[src/rtl/hazard_stall_controller.sv]
// Pipeline sequencing controller: owns every pipeline-register enable and flush.
// Handles load-use stalls, taken-branch flushes and data-memory waits.
// A data-memory wait that runs too long traps into a sticky error state.
// Keeps saturating event counters.
//
// state       | meaning
// ------------+------------------------------------------------------------
// ST_RUN      | normal issue; branch and load-use rules evaluated each cycle
// ST_MEM_WAIT | MEM access outstanding; pipeline frozen until dmem_ready_MEM
// ST_ERR      | memory timeout trapped; pipeline frozen until reset
module hazard_stall_controller #(
  parameter int CNT_W       = 16,
  parameter int MEM_TIMEOUT = 255
) (
  input  logic             clk,
  input  logic             arst_n,
  input  logic [4:0]       rs1_ID,
  input  logic [4:0]       rs2_ID,
  input  logic             use_rs1_ID,
  input  logic             use_rs2_ID,
  input  logic [4:0]       rd_ID_EX,
  input  logic             mem_read_ID_EX,
  input  logic             branch_taken_EX,
  input  logic             dmem_req_MEM,
  input  logic             dmem_ready_MEM,
  input  logic             clr_cnt,
  output logic             pc_write,
  output logic             if_id_write,
  output logic             id_ex_write,
  output logic             ex_mem_write,
  output logic             mem_wb_write,
  output logic             if_id_flush,
  output logic             id_ex_flush,
  output logic [1:0]       state,
  output logic [CNT_W-1:0] load_stall_cnt,
  output logic [CNT_W-1:0] mem_wait_cnt,
  output logic [CNT_W-1:0] flush_cnt,
  output logic             timeout_err
);

  localparam int TMR_W = $clog2(MEM_TIMEOUT + 1);

  typedef enum logic [1:0] {
    ST_RUN      = 2'b00,
    ST_MEM_WAIT = 2'b01,
    ST_ERR      = 2'b10
  } state_t;

  state_t           state_q, state_d;
  logic [TMR_W-1:0] tmr_q, tmr_d;
  logic             terr_q, terr_d;
  logic [CNT_W-1:0] ls_cnt_q, ls_cnt_d;
  logic [CNT_W-1:0] mw_cnt_q, mw_cnt_d;
  logic [CNT_W-1:0] fl_cnt_q, fl_cnt_d;

  logic memhold, loaduse, hold_c, eval_run;
  logic inc_ls, inc_mw, inc_fl;
  logic pc_w, ifid_w, idex_w, exmem_w, memwb_w, ifid_f, idex_f;

  assign memhold = dmem_req_MEM & ~dmem_ready_MEM;
  assign loaduse = mem_read_ID_EX & (rd_ID_EX != 5'd0) &
                   ((use_rs1_ID & (rs1_ID == rd_ID_EX)) |
                    (use_rs2_ID & (rs2_ID == rd_ID_EX)));

  // Next state, wait timer (down-counter to terminal count 1) and Mealy enables.
  always_comb begin
    state_d  = state_q;
    tmr_d    = tmr_q;
    terr_d   = terr_q;
    hold_c   = 1'b0;
    eval_run = 1'b0;
    pc_w     = 1'b1;
    ifid_w   = 1'b1;
    idex_w   = 1'b1;
    exmem_w  = 1'b1;
    memwb_w  = 1'b1;
    ifid_f   = 1'b0;
    idex_f   = 1'b0;
    inc_ls   = 1'b0;
    inc_mw   = 1'b0;
    inc_fl   = 1'b0;
    case (state_q)
      ST_RUN: begin
        if (memhold) begin
          hold_c  = 1'b1;
          tmr_d   = TMR_W'(MEM_TIMEOUT - 1);
          state_d = (MEM_TIMEOUT == 1) ? ST_ERR : ST_MEM_WAIT;
        end else begin
          eval_run = 1'b1;
        end
      end
      ST_MEM_WAIT: begin
        if (!dmem_ready_MEM) begin
          hold_c = 1'b1;
          tmr_d  = tmr_q - TMR_W'(1);
          if (tmr_q == TMR_W'(1)) state_d = ST_ERR;
        end else begin
          eval_run = 1'b1;
          tmr_d    = '0;
          state_d  = ST_RUN;
        end
      end
      default: begin
        pc_w    = 1'b0;
        ifid_w  = 1'b0;
        idex_w  = 1'b0;
        exmem_w = 1'b0;
        memwb_w = 1'b0;
      end
    endcase
    if (hold_c) begin
      pc_w    = 1'b0;
      ifid_w  = 1'b0;
      idex_w  = 1'b0;
      exmem_w = 1'b0;
      memwb_w = 1'b0;
      inc_mw  = 1'b1;
    end
    if (eval_run) begin
      if (branch_taken_EX) begin
        ifid_f = 1'b1;
        idex_f = 1'b1;
        inc_fl = 1'b1;
      end else if (loaduse) begin
        pc_w   = 1'b0;
        ifid_w = 1'b0;
        idex_f = 1'b1;
        inc_ls = 1'b1;
      end
    end
    if (state_d == ST_ERR) terr_d = 1'b1;
  end

  // Saturating event counters; clear has priority over increment.
  always_comb begin
    ls_cnt_d = ls_cnt_q;
    mw_cnt_d = mw_cnt_q;
    fl_cnt_d = fl_cnt_q;
    if (clr_cnt) begin
      ls_cnt_d = '0;
      mw_cnt_d = '0;
      fl_cnt_d = '0;
    end else begin
      if (inc_ls && ls_cnt_q != '1) ls_cnt_d = ls_cnt_q + CNT_W'(1);
      if (inc_mw && mw_cnt_q != '1) mw_cnt_d = mw_cnt_q + CNT_W'(1);
      if (inc_fl && fl_cnt_q != '1) fl_cnt_d = fl_cnt_q + CNT_W'(1);
    end
  end

  // State, timer, error flag and counters.
  always_ff @(posedge clk or negedge arst_n) begin
    if (!arst_n) begin
      state_q  <= ST_RUN;
      tmr_q    <= '0;
      terr_q   <= 1'b0;
      ls_cnt_q <= '0;
      mw_cnt_q <= '0;
      fl_cnt_q <= '0;
    end else begin
      state_q  <= state_d;
      tmr_q    <= tmr_d;
      terr_q   <= terr_d;
      ls_cnt_q <= ls_cnt_d;
      mw_cnt_q <= mw_cnt_d;
      fl_cnt_q <= fl_cnt_d;
    end
  end

  // Enables are held off for as long as reset is asserted.
  assign pc_write       = pc_w    & arst_n;
  assign if_id_write    = ifid_w  & arst_n;
  assign id_ex_write    = idex_w  & arst_n;
  assign ex_mem_write   = exmem_w & arst_n;
  assign mem_wb_write   = memwb_w & arst_n;
  assign if_id_flush    = ifid_f  & arst_n;
  assign id_ex_flush    = idex_f  & arst_n;
  assign state          = state_q;
  assign load_stall_cnt = ls_cnt_q;
  assign mem_wait_cnt   = mw_cnt_q;
  assign flush_cnt      = fl_cnt_q;
  assign timeout_err    = terr_q;

endmodule

[config.mk]
export PLATFORM = sky130hd
export DESIGN_NAME = hazard_stall_controller
export DESIGN_NICKNAME = d
export VERILOG_FILES = /design/src/rtl/hazard_stall_controller.sv
export SDC_FILE = /design/constraint.sdc
export NUM_CORES = 1
export LEC_CHECK = 0
export BUFFER_PORTS_ARGS = -buffer_cell sky130_fd_sc_hd__buf_2
export CAP_MARGIN = 20
export CORE_MARGIN = 4
export CORE_UTILIZATION = 48
export DETAILED_ROUTE_END_ITERATION = 10
export HOLD_SLACK_MARGIN = 0.02
export PLACE_DENSITY = 0.76
export SYNTH_ARGS = -nofsm -noshare
export SYNTH_HDL_FRONTEND = slang
export SYNTH_SLANG_ARGS = --single-unit
[constraint.sdc]
create_clock -name clk -period 2.4 [get_ports clk]
set_clock_uncertainty 0.2 [all_clocks]
set_input_delay 0.12 -clock clk [delete_from_list [all_inputs] [get_ports clk]]
set_output_delay 0.12 -clock clk [all_outputs]
set_load 0.005 [all_outputs]
# Word-level counts from Yosys, hierarchy flattened
# Index checks and enable logic that the tools add are counted.
# op_classes
n_addsub	4
n_mul	0
div	0
n_lt_le_gt_ge	0
eq_ne	9
shifts	0
n_mux	32
bitwise_logic	11
n_reduce_logical	11
# op_table
operator	n
two-way mux 16 bit	6
adder 16 x 1 -> 16 bit, second input constant	3
!= test 16 bit, second input constant	3
two-way mux 1 bit	17
two-way mux 8 bit	2
one-hot mux 8 bit (2 select lines)	1
== test 5 bit	2
bitwise AND 1 bit	9
== test 8 x 1 -> 1 bit, second input constant	1
nonzero test 2 bit	4
subtractor 8 x 1 -> 8 bit, second input constant	1
two-way mux 2 bit	3
nonzero test 5 bit	1
one-hot mux 1 bit (2 select lines)	2
one-hot mux 2 bit (2 select lines)	1
logical AND 1 bit	3
== test 2 x 1 -> 1 bit, second input constant	1
== test 2 bit, second input constant	1
zero test 2 bit	1
!= test 2 bit, second input constant	1
AND reduction 2 bit	1
OR reduction 2 bit	1
inverter 1 bit	1
OR 1 bit	1
# totals
reg_bits	59
latchBits	0
ramBits	0
romBits	0
output_inout_bits	58
wordCells	73
n_memories	0

# Depth between registers and ports, before layout
# logic_depth
depth_word	10
mapped_depth	8
ltp_nobuf	7

# Worst setup path after synthesis
# OpenSTA, ideal clock, no wires.
# synth_path
path_type	reg-to-reg
startpoint	register state_q[0], in the netlist state[0]
endpoint	register ls_cnt_q[12], in the netlist load_stall_cnt[12]
setup_time_ns	0.078
t_arrival_ns	2.000
path_slack_ns	0.122
path_stages_with_launch	8
period_less_slack_ns	2.278
path_cell_list	dfrtp_1 -> o21ba_1 -> or3_4 -> a311oi_2 -> nand2_2 -> buf_6 -> or3_1 -> a21oi_1
# synth_via
elab_chain_cells	5
elab_cells_between_ends	6
cone_classes	1 x eq/ne; 2 x mux; 3 x reduce/logical
# synth_rtl
item	line_no	source
start, declared	49	state_t state_q, state_d;
start signal, assigned	160	state_q <= state_d;
== test 2 x 1 -> 1 bit or zero test 2 bit (tied branches)	82	case (state_q)
one-hot mux 1 bit (2 select lines) *	82	
two-way mux 1 bit *	119	if (eval_run) begin
logical AND 1 bit *	144	if (inc_ls && ls_cnt_q != '1) ls_cnt_d = ls_cnt_q + CNT_W'(1);
nonzero test 2 bit (no source line) *	-	
end signal, assigned	163	ls_cnt_q <= ls_cnt_d;
end, declared	52	logic [CNT_W-1:0] ls_cnt_q, ls_cnt_d;
# Every way passes the cells marked *; elsewhere a longest branch is shown, timed or not.
# A chain may end at the register's enable or synchronous reset.

# Final worst setup path
# Same ends and word-level chain as after synthesis.

==> results by group <==
Pwr
  • Leakage power: 1.98 nW
  • Clk network pwr share: 0.398
  • Internal power: 1.72 mW
  • Sw Pwr: 0.639 mW
  • Total Power: 2.36 mW
  • Switching Share: 0.270
  • Logic pwr share: 0.139
  • Reg power frac: 0.463
  • Peak supply drop: 0.472 mV
  • Pwr dens: 569 nW/um^2

Clock network
  • CTS Buf Count: 9
  • CTS Root Buffer Type: clkbuf_8
  • Clock tree buffer depth: 2
  • CTS HTree Levels: 3
  • CTS clk-pin slew, worst paths: approximately 0.06 ns
  • Skew-Pair Late Insertion Delay: about 0.34 ns
  • CTS Sinks: 59
  • CTS tree: done

Drt
  • DR WL met3: ~540 um
  • Highest metal used: met4
  • DRT Pass-1 Iters: 4
  • DR iter-0 viols: 166
  • Vias per cell: 5.71
  • Drt total wl: 8590 um
  • WL met2: 4110 um
  • Average wire per standard cell: 15.6 um
  • Vias after detailed routing: 3138
  • DRC viols: 0
  • M1 WL: 3810 um
  • Post-DRT Antenna Nets: 0

Worst setup path
  • Crit path DAT: between 2 and 2.5 ns
  • Worst reg2reg path startpoint: state[0]
  • Worst Path Required: 2.46 ns
  • Crit-path cells: o21ba_1 -> or3_4 -> a311oi_4 -> nand2_2 -> buf_6 -> or3_1 -> a21oi_1
  • CP Max Fanout: 6
  • Critical setup path kind: register to register
  • Worst Reg-to-Reg Cells: 7
  • Critical R2R Capture: load_stall_cnt[12]
  • Startpoint types: register
  • Worst Path Buf+Inv: 1
  • Crit path capture type: register
  • CP top delay family: simple AND/OR/NAND/NOR gates
  • CP max stage delay: 0.38 ns
  • Reg2reg setup slack: around 0.034 ns
  • Critical-path top delay cell: dfrtp_1

Timing
  • Unrepaired setup endpoints after global routing: yes
  • Worst slew margin: 0.501
  • Final number of max-transition violations: 0
  • Hold Fails Final Rpt: 0
  • Fmax: 0.423 GHz
  • Hold Slack: approximately 0.04 ns
  • Setup ws final: 0.0340 ns
  • TNS Setup: 0 ns
  • Final min period: around 2.4 ns
  • Worst Max-Slew Pin Slew: 0.748 ns
  • Part of the cycle the worst path needs: 0.986
  • Finish-stage setup viols: 0

Placement
  • DP Cell Count: 527
  • GP Congestion: 0.824
  • I/O Buffers: 81
  • Post-DP HPWL: 6110 um
  • Pre-CTS WS: 0.0407 ns

Worst hold path
  • Hold path startpoint: dmem_ready_MEM
  • Worst Hold Depth: 3
  • HP Class: input pin to register
  • Hold Path End: state[0]

Synth
  • Cell variety after synth: 47
  • Post-Synth Simple-Gate Area: 0.267
  • Mux cell area share after synthesis: 0.0164
  • Sequential area share after synthesis: 0.450
  • Post-synth top area share: 0.450
  • Yosys warning count: 0
  • EDFF count, synth: 0
  • Syn Area/Cell: 9.07 sq um
  • Area share of fa/ha/maj cells after synthesis: 0.0191
  • Largest family of logic cells by synthesized area: simple AND/OR/NAND/NOR gates
  • Yosys top cell by area: dfrtp_1
  • #FFs+latches synth: 59
  • Post-synthesis xor/xnor area fraction: 0.104
  • Syn Inst Count: between 300 and 400
  • Synthesized cell area: 3280 sq um
  • Compound-gate portion of the synthesized area: 0.109
  • Area contributors post-synth: dfrtp_1, nor2_1, xnor2_1
  • Syn_nets: 391
  • Predominant post-synthesis flop cell: dfrtp_1
  • Ys async rst share: 1.00

Global route
  • Largest net degree at the start of global routing: 60
  • GRT overflow: 0
  • GRT Overall Usage: 0.210
  • First-pass GRT wire length: roughly 14000 um
  • Vias in the first global route: 3020
  • Antenna violations before repair: 0

Finish
  • Ant diodes: 0
  • Area added between synthesis and finish: 26.5%
  • Non-Filler Instances: 550
  • Layout cells sized above 1: 0.273
  • Final-stage net count: 497
  • FILL cells: 571

Floorplan
  • Die Wd: just over 90 um
  • Num ports: 82
  • Rows: 29
  • Starting Density: 0.505
  • CORE AREA: 6490 sq um
  • Die span in y: 90.7 um
  • Die area: 8220 sq um

Job
  • Max Cap Viol: 0

Run status
  • Outcome: finished, final reports clean
repair_timing:
action,CTS,global route
gates resized for setup,0,4
hold buffers,3,0
setup endpoints to repair,0,11
endpoints found under the hold margin,63,0
setup buffers,0,3
layout by cell type (no fill, tap or decap), types with 2 or more instances in the layout:
master and n:
buf_2 81, dfrtp_1 59, nor2_1 52, nand2_1 25, buf_4 23, xnor2_1 21
a21oi_1 19, nand4_1 18, xor2_1 18, o21ai_0 18, nand3_1 14, clkbuf_8 11
inv_1 10, nor3_1 10, or3_1 10, nor2b_1 7, and3_1 7, or4_1 6
o21ai_1 5, nor4_1 5, o31ai_1 5, ha_1 5, o21bai_1 3, nand2b_1 3
mux2_1 3, dlygate4sd3_1 3, a21boi_0 2, and2_1 2, and4_1 2, mux2i_1 2
clkinv_2 2
final cells by class:
class,instances,area [sq um],area share
clock inverter,4,48.8,0.0118
multi-input combinational,280,1720,0.414
clock buffer,12,155,0.0374
tap,77,96.3,0.0232
inverter,10,37.5,0.00904
timing repair buffer,108,619,0.149
sequential,59,1480,0.356
flip-flops by register name (all words and copies together), names as in the netlist:
name            flops
timeout_err         1
tmr_q               8
flush_cnt          16
mem_wait_cnt       16
load_stall_cnt     16
state               2
Yosys cell counts, types with 6 or more instances:
| cell type | count |
|---|---|
| nand2_1 | 24 |
| nand3_1 | 14 |
| inv_1 | 10 |
| xnor2_1 | 21 |
| xor2_1 | 18 |
| nor2b_1 | 7 |
| dfrtp_1 | 59 |
| or4_1 | 6 |
| clkbuf_1 | 8 |
| or3_1 | 10 |
| a21oi_1 | 20 |
| nand4_1 | 18 |
| nor3_1 | 10 |
| nor2_1 | 52 |
| and3_1 | 7 |
| o21ai_0 | 18 |
stage by stage:
stage	utilization	cell area, sq um
detailed placement	0.595	3870
CTS	0.631	4100
finish	0.639	4150
floorplan	-	3280
global route	0.639	4150
global placement	0.595	3870
worst register-to-register path: cells and delay by family (launching register included):
family | cells | cell delay, ns
compound gates | 3 | 0.70
simple gates | 3 | 0.86
buf+inv | 1 | 0.16
flops | 1 | 0.38
metal layers:
metal / up-vias / GRT usage
met5: - / 0
met1: 1523 / 0.271
met2: 118 / 0.342
met3: 10 / 0.0483
met4: 0 / 0.0816
li1: 1487 / -
cell families after synthesis:
| group | count (synthesis) |
|---|---|
| xor+xnor | 39 |
| fa+ha+maj | 5 |
| flops | 59 |
| compound gates | 60 |
| buf+inv | 24 |
| mux | 5 |
| simple gates | 170 |
how the worst max path moves through the flow:
stage	from	to	cells past startpoint
floorplan	state[0]	load_stall_cnt[12]	7
global placement	state[0]	load_stall_cnt[3]	7
detailed placement	state[0]	load_stall_cnt[12]	7
CTS	state[0]	load_stall_cnt[12]	7
global route	state[0]	load_stall_cnt[12]	7
finish	state[0]	load_stall_cnt[12]	7
power groups by stage:
stage / sequential (mW) / clock (mW) / combinational (mW)
floorplan: 1.10 / 0 / 0.188
global placement: 1.11 / 0 / 0.308
detailed placement: 1.11 / 0 / 0.321
CTS: 1.09 / 0.950 / 0.328
global route: 1.10 / 1.01 / 0.370
finish: 1.09 / 0.941 / 0.329
Power figures use the tool's default switching activity.
